**src/rtl/level_pipe.sv**
```systemverilog
// rtl/level_pipe.sv - one trie level: node lookup with WAYS-wide parallel key compare, 3-register pipeline
// Optional hit/miss counters enabled by defining LEVEL_PIPE_STATS_EN.
module level_pipe #(
    parameter int WORD_SIZE      = 16,
    parameter int POINTER_SIZE   = 16,
    parameter int MEM_SIZE       = 2,
    parameter int WAYS           = 4,
    parameter int LEVEL_ID       = 1,
    parameter     DATA_FILE_NAME = "level1.dat"
) (
    input  logic                    clk,
    input  logic                    rst,
    input  logic                    valid_in,
    output logic                    ready_out,
    input  logic [POINTER_SIZE-1:0] address_in,
    input  logic [WORD_SIZE-1:0]    lookup_cont_in,
    output logic                    valid_out,
    input  logic                    ready_in,
    output logic [POINTER_SIZE-1:0] next_pointer_out,
    output logic                    is_match_out,
    output logic                    no_child_out,
`ifdef LEVEL_PIPE_STATS_EN
    output logic [31:0]             hit_count_out,
    output logic [31:0]             miss_count_out,
    output logic [7:0]              level_id_out
`else
    output logic [7:0]              level_id_out
`endif
);

    localparam int ENTRY_W = 2 + WORD_SIZE + POINTER_SIZE;
    localparam int NODE_W  = WAYS * ENTRY_W;
    localparam int IDX_W   = (MEM_SIZE > 1) ? $clog2(MEM_SIZE) : 1;

    typedef logic [MEM_SIZE-1:0][NODE_W-1:0] image_t;

    function automatic logic [ENTRY_W-1:0] make_entry(input bit v, input bit h,
                                                      input logic [15:0] key,
                                                      input logic [15:0] ptr);
        return {v, h, WORD_SIZE'(key), POINTER_SIZE'(ptr)};
    endfunction

    // Node images are compiled in; the file name selects which image this level holds.
    function automatic image_t level1_image();
        image_t img;
        img = '0;
        if (MEM_SIZE > 1 && WAYS > 3) begin
            img[0][0*ENTRY_W +: ENTRY_W] = make_entry(1'b1, 1'b0, 16'h6162, 16'h0003);
            img[0][1*ENTRY_W +: ENTRY_W] = make_entry(1'b1, 1'b1, 16'h7B7D, 16'h0001);
            img[0][3*ENTRY_W +: ENTRY_W] = make_entry(1'b0, 1'b1, 16'h7A7A, 16'h0009);
            img[1][0*ENTRY_W +: ENTRY_W] = make_entry(1'b1, 1'b0, 16'h2121, 16'h0000);
            img[1][1*ENTRY_W +: ENTRY_W] = make_entry(1'b1, 1'b1, 16'h4142, 16'h0007);
            img[1][2*ENTRY_W +: ENTRY_W] = make_entry(1'b1, 1'b1, 16'h2121, 16'h0005);
        end
        return img;
    endfunction

    localparam bit     USE_LEVEL1 = (DATA_FILE_NAME == "level1.dat");
    localparam image_t NODE_MEM   = USE_LEVEL1 ? level1_image() : '0;

    logic                    a_valid;
    logic [POINTER_SIZE-1:0] a_addr;
    logic [WORD_SIZE-1:0]    a_key;
    logic                    r_valid;
    logic [WORD_SIZE-1:0]    r_key;
    logic [NODE_W-1:0]       r_node;
    logic                    advance;
    logic                    a_in_range;

    logic                    hit;
    logic                    hit_child;
    logic [POINTER_SIZE-1:0] hit_ptr;
    logic [ENTRY_W-1:0]      ent;

    assign ready_out    = !valid_out || ready_in;
    assign advance      = ready_out;
    assign a_in_range   = 32'(a_addr) < MEM_SIZE;
    assign level_id_out = 8'(LEVEL_ID);

    // Lowest-index valid way with an equal key wins.
    always_comb begin
        hit       = 1'b0;
        hit_child = 1'b0;
        hit_ptr   = '0;
        ent       = '0;
        for (int w = 0; w < WAYS; w++) begin
            ent = r_node[w*ENTRY_W +: ENTRY_W];
            if (!hit && ent[ENTRY_W-1] && ent[POINTER_SIZE +: WORD_SIZE] == r_key) begin
                hit       = 1'b1;
                hit_child = ent[ENTRY_W-2];
                hit_ptr   = ent[POINTER_SIZE-1:0];
            end
        end
    end

    always_ff @(posedge clk) begin
        if (rst) begin
            a_valid          <= 1'b0;
            r_valid          <= 1'b0;
            valid_out        <= 1'b0;
            next_pointer_out <= '0;
            is_match_out     <= 1'b0;
            no_child_out     <= 1'b0;
        end else if (advance) begin
            a_valid <= valid_in;
            a_addr  <= address_in;
            a_key   <= lookup_cont_in;

            // An out-of-range address reads as an all-invalid node, so it resolves as a miss.
            r_valid <= a_valid;
            r_key   <= a_key;
            r_node  <= (a_valid && a_in_range) ? NODE_MEM[a_addr[IDX_W-1:0]] : '0;

            valid_out <= r_valid;
            if (r_valid) begin
                is_match_out     <= hit;
                next_pointer_out <= hit ? hit_ptr : '0;
                no_child_out     <= hit ? !hit_child : 1'b1;
            end else begin
                is_match_out     <= 1'b0;
                next_pointer_out <= '0;
                no_child_out     <= 1'b0;
            end
        end
    end

`ifdef LEVEL_PIPE_STATS_EN
    always_ff @(posedge clk) begin
        if (rst) begin
            hit_count_out  <= '0;
            miss_count_out <= '0;
        end else if (valid_out && ready_in) begin
            if (is_match_out && hit_count_out != '1)
                hit_count_out <= hit_count_out + 32'd1;
            if (!is_match_out && miss_count_out != '1)
                miss_count_out <= miss_count_out + 32'd1;
        end
    end
`endif

endmodule

```
**config.mk**
```make
export PLATFORM = sky130hd
export DESIGN_NAME = level_pipe
export DESIGN_NICKNAME = d
export VERILOG_FILES = /design/src/rtl/level_pipe.sv
export SDC_FILE = /design/constraint.sdc
export NUM_CORES = 1
export LEC_CHECK = 0
export ABC_AREA = 1
export BUFFER_PORTS_ARGS = -buffer_cell sky130_fd_sc_hd__buf_2
export CAP_MARGIN = 20
export CORE_UTILIZATION = 45
export DETAILED_ROUTE_END_ITERATION = 16
export PLACE_DENSITY = 0.72
export SKIP_CTS_REPAIR_TIMING = 1
export SYNTH_ARGS = -nofsm -noshare
export SYNTH_HDL_FRONTEND = slang
export SYNTH_SLANG_ARGS = --single-unit
```
**constraint.sdc**
```tcl
create_clock -name clk -period 8.9 [get_ports clk]
set_clock_uncertainty 0.2 [all_clocks]
set_input_delay 0.445 -clock clk [delete_from_list [all_inputs] [get_ports clk]]
set_output_delay 0.445 -clock clk [all_outputs]
set_load 0.01 [all_outputs]
```
## Yosys cells after proc, flatten, opt, wreduce, memory -nomap -nowiden

Index checks and enable logic that the tools add are counted.

- $lt $le $gt $ge: 2
- Add/sub/neg operators: 0
- Reductions and logical operators: 15
- Divide/modulo/power cells: 0
- Eq/ne operators: 4
- Muxes and demuxes: 19
- Shift-type cells: 0
- Bitwise logic cells: 1
- $mul: 0

Operators by type and width:

| cell | number |
|---|---|
| $mux W136 | 1 |
| $mux W135 | 1 |
| $mux W16 | 6 |
| $eq A16 B16 Y1 | 4 |
| $lt A16 B2 Y1 const B | 1 |
| $mux W1 | 11 |
| $logic_and A1 B1 Y1 | 8 |
| $logic_not A1 Y1 | 5 |
| $lt A1 B2 Y1 const B | 1 |
| $reduce_and A2 Y1 | 1 |
| $logic_or A1 B1 Y1 | 1 |
| $not A1 Y1 | 1 |

- Input port bits: 36
- Output and inout port bits: 28
- Bits in read-only memories: 0
- Bits in latches: 0
- Bits in writable memories: 0
- Word-level logic and storage cells: 51
- Register bits: 205
- Memories: 0

## Depth between registers and ports, before layout

- Depth in word-level cells: 18
- Mapped depth: 11
- Depth with buffers taken out: 11

## Least setup slack after synthesis

OpenSTA, ideal clock, no wires.

- Path kind: input port to flip-flop
- Start: input port ready_in
- End: register a_addr[0] (enable)
- Setup time: 0.460 ns
- Slack: 5.375 ns
- Stages on the path: 3
- Arrival: 2.865 ns
- Required time: 8.240 ns
- Buffers on the path: 1
- Cell sequence: nor2_1 > buf_2 > nor2_1

- Longest elaborated chain between the ends: 2

Ends and longest elaborated chain:

| element | RTL line | RTL |
|---|---|---|
| from (decl) | 18 | `input logic ready_in,` |
| $logic_or A1 B1 Y1 | 75 | `assign ready_out = !valid_out \|\| ready_in;` |
| $reduce_and A2 Y1 (no line) | n/a |  |
| to (signal assigned) | 106 | `a_addr <= address_in;` |
| to (decl) | 62 | `logic [POINTER_SIZE-1:0] a_addr;` |

Every way passes these cells.
A chain may end at the register's enable or synchronous reset.

## Worst setup path after layout

- Start: register valid_out
- End: output port ready_out

- Longest elaborated chain between the ends: 2

Ends and longest elaborated chain:

| element | RTL line | RTL |
|---|---|---|
| from (decl) | 17 | `output logic valid_out,` |
| from (signal assigned) | 114 | `valid_out <= r_valid;` |
| $logic_not A1 Y1 | 75 |  |
| $logic_or A1 B1 Y1 | 75 |  |
| to (decl) | 14 | `output logic ready_out,` |

Every way passes these cells.

==> flow_summary.json <==
{
  "synth_top_area_cell": "edfxtp_1",
  "via_count": 1391,
  "area_growth_pct": 17.1,
  "ir_drop_mv": 0.124,
  "worstSetupStartpointType": "flop",
  "setup_ws_ns": 6.45,
  "hpwl_um": 2100,
  "cts_tree": "yes",
  "grt-ovfl-total": 0,
  "gpl.final_weighted_congestion": 0.777,
  "ff2ff_path_depth": 4,
  "number_of_endpoints_with_negative_hold_slack_in_the_final_report": 0,
  "number_of_enable_flip_flop_cells_after_synthesis": 51,
  "data_required_time_of_the_worst_path_ns": 8.26,
  "worstPathArrival_ns": 1.81,
  "p_per_area_nw_per_um2": 207,
  "layout_min_cycle_time_ns": 2.45,
  "synth_largest_type_area_fraction": 0.646,
  "syn_area_per_cell_um2": 12.3,
  "clockBufferDepth": 2,
  "clock_tree.htree_level_count": 3,
  "first_global_vias": 1169,
  "status": "complete, no violations",
  "synthesis.area_um2": 2370,
  "worst_hold_path.num_cells": 1,
  "path_cells": "inv_1, nor2_1, inv_1, buf_2",
  "peak_per_stage_delay_on_the_critical_path_ns": 0.78,
  "detail_route.wirelength_um": 2990,
  "cts.root.buffer_cell": "clkbuf_8",
  "postSynth.asyncResetShare": 0,
  "grt_antenna_before_repair": 0,
  "rrSetupSlack_ns": 6.87,
  "rsz0062_at_grt": "no",
  "timing.critical_path.to_type": "primary output",
  "nNetsFinal": 280,
  "drc": 0,
  "cts_made_buffers": 9,
  "slew-limit-headroom": 0.296,
  "grt_pass1_wl_um": 4890,
  "numPortBuffers": 42,
  "antenna_cells": 0,
  "tritoncts_num_sinks": 59,
  "insertion_delay_ns": 0.32,
  "die_h_um": 74.6,
  "setup_viol_count_final": 0,
  "hp-start": "address_in[5]",
  "initial_utilization": 0.467,
  "crit_type": "flop to primary output",
  "die_w_um": 74.6,
  "max_cap_violations": 0,
  "worstMarginPinSlew_ns": 1.05,
  "r2r-start": "valid_out$_SDFFE_PP0N_",
  "critPathBufInv": 3,
  "drt-pass1-iter-count": 4,
  "static-leakage-power_nw": 1.14,
  "pre_cts_ws_ns": 6.57,
  "detail_route.vias_per_cell": 4.36,
  "path_max_fanout": 12,
  "overall_global_routing_usage": 0.125,
  "worstHoldPathType": "primary input to flop",
  "synth_cells": 193,
  "path_delay_family": "simple AND/OR/NAND/NOR gates",
  "hold_end": "a_addr[5]$_DFFE_PP_",
  "critPathMostFrequentCell": "inv_1",
  "layout-drive-gt1-share": 0.253,
  "io_pins": 64,
  "largest_net_degree_at_the_start_of_global_routing": 52,
  "synth_sequential_area_ratio": 0.713,
  "most_frequent_cells_in_the_layout": "edfxtp_1 (51), buf_2 (42), nand2_1 (27)",
  "achievable_clock_frequency_mhz": 407,
  "final.hold.worst_slack_ns": 0.0951,
  "drtIter0Drc": 59,
  "reg2reg_to": "a_key[4]$_DFFE_PP_",
  "number_of_slew_limit_violations_in_the_final_report": 0,
  "detail_route.wl_per_cell_um": 9.36,
  "fin_crit_sh": 0.276,
  "setup-tns-final_ns": 0,
  "flop_and_latch_count_out_of_synthesis": 59,
  "clk_pin_slew_worst_paths_ns": 0.07,
  "postSynth.topFlopCell": "edfxtp_1",
  "final_common_cell": "edfxtp_1",
  "ys_warn_count": 0,
  "floorplan.die_area_um2": 5560,
  "detail-route-antenna-nets": 0,
  "ys_types": 20,
  "synth.top_cells.by_area": "edfxtp_1 (65%), dfxtp_1 (6.8%), buf_4 (6.6%), nand2_1 (4.3%), nand3_1 (3.0%)",
  "crit_path_top_delay_cell": "nor2_1",
  "coreArea_um2": 5070,
  "row_count": 26
}
[routing by layer]
metal,track usage,vias up,share of wire
met2,0.190,56,0.47
met4,0.0818,0,0.0077
met1,0.145,606,0.47
met3,0.0528,4,0.057
met5,0,-,0
li1,-,725,-
[synthesized netlist by cell type, types with 2 or more instances]
cell / n
dfxtp_1: 8
edfxtp_1: 51
a21oi_1: 7
inv_1: 18
nor2_1: 18
inv_2: 2
o21ai_1: 3
nand4_1: 7
o21ai_0: 5
conb_1: 2
nand3_1: 14
nor4_1: 4
nand2_1: 27
buf_4: 21
[through the flow]
step                power, W  utilization  instance area (µm²)  std cells
floorplan           0.000355            -                 2440        212
global placement    0.000360        0.511                 2590        303
detailed placement  0.000361        0.511                 2590        303
CTS                 0.000584        0.547                 2780        319
global route        0.000600        0.547                 2780        319
finish              0.000575        0.547                 2780        319
[registers in the layout, summed over array words and instances (netlist names)]
| signal | cells |
|---|---|
| no_child_out | 1 |
| a_addr | 16 |
| r_key | 16 |
| a_key | 16 |
| r_node | 3 |
| valid_out | 1 |
| a_valid | 1 |
| is_match_out | 1 |
| next_pointer_out | 3 |
| r_valid | 1 |
[worst register-to-register path: cells and delay by family (launching register included)]
kind / cells / cell delay [ns]
and+or+nand+nor: 2 / 0.78
buffers and inverters: 2 / 0.37
DFF: 1 / 0.32
[power by group]
group,internal [W],total (W),leakage [nW],switching (W)
clock network,0.000127,0.000220,0.0951,0.0000936
registers,0.000319,0.000326,0.564,0.00000684
logic,0.0000104,0.0000290,0.478,0.0000186
[logic make-up (layout without fill, tap and decap cells)]
kind of cell,Yosys count,after routing,synth area share
AOI/OAI and AO/OA,15,15,0.0317
other,2,21,0.00317
DFF,59,59,0.713
and+or+nand+nor,75,75,0.151
buffers and inverters,42,79,0.100
[worst max-delay path by stage]
stage,start,depth (start not counted),slack (ns),endpoint
after floorplan,ready_in,3,5.38,a_addr[0]$_DFFE_PP_
after global placement,ready_in,4,6.65,ready_out
after detailed placement,ready_in,4,6.57,ready_out
after CTS,valid_out$_SDFFE_PP0N_,4,6.42,ready_out
after global routing,valid_out$_SDFFE_PP0N_,4,6.25,ready_out
final,valid_out$_SDFFE_PP0N_,4,6.45,ready_out
[layout make-up]
class / instances / area, µm²
clock inverter: 6 / 56.3
multi-input combinational: 111 / 520
tap: 70 / 87.6
fill: 424 / 2300
timing repair buffer: 43 / 218
inverter: 20 / 75.1
clock buffer: 10 / 128
sequential: 59 / 1690
Power figures use the tool's default switching activity.
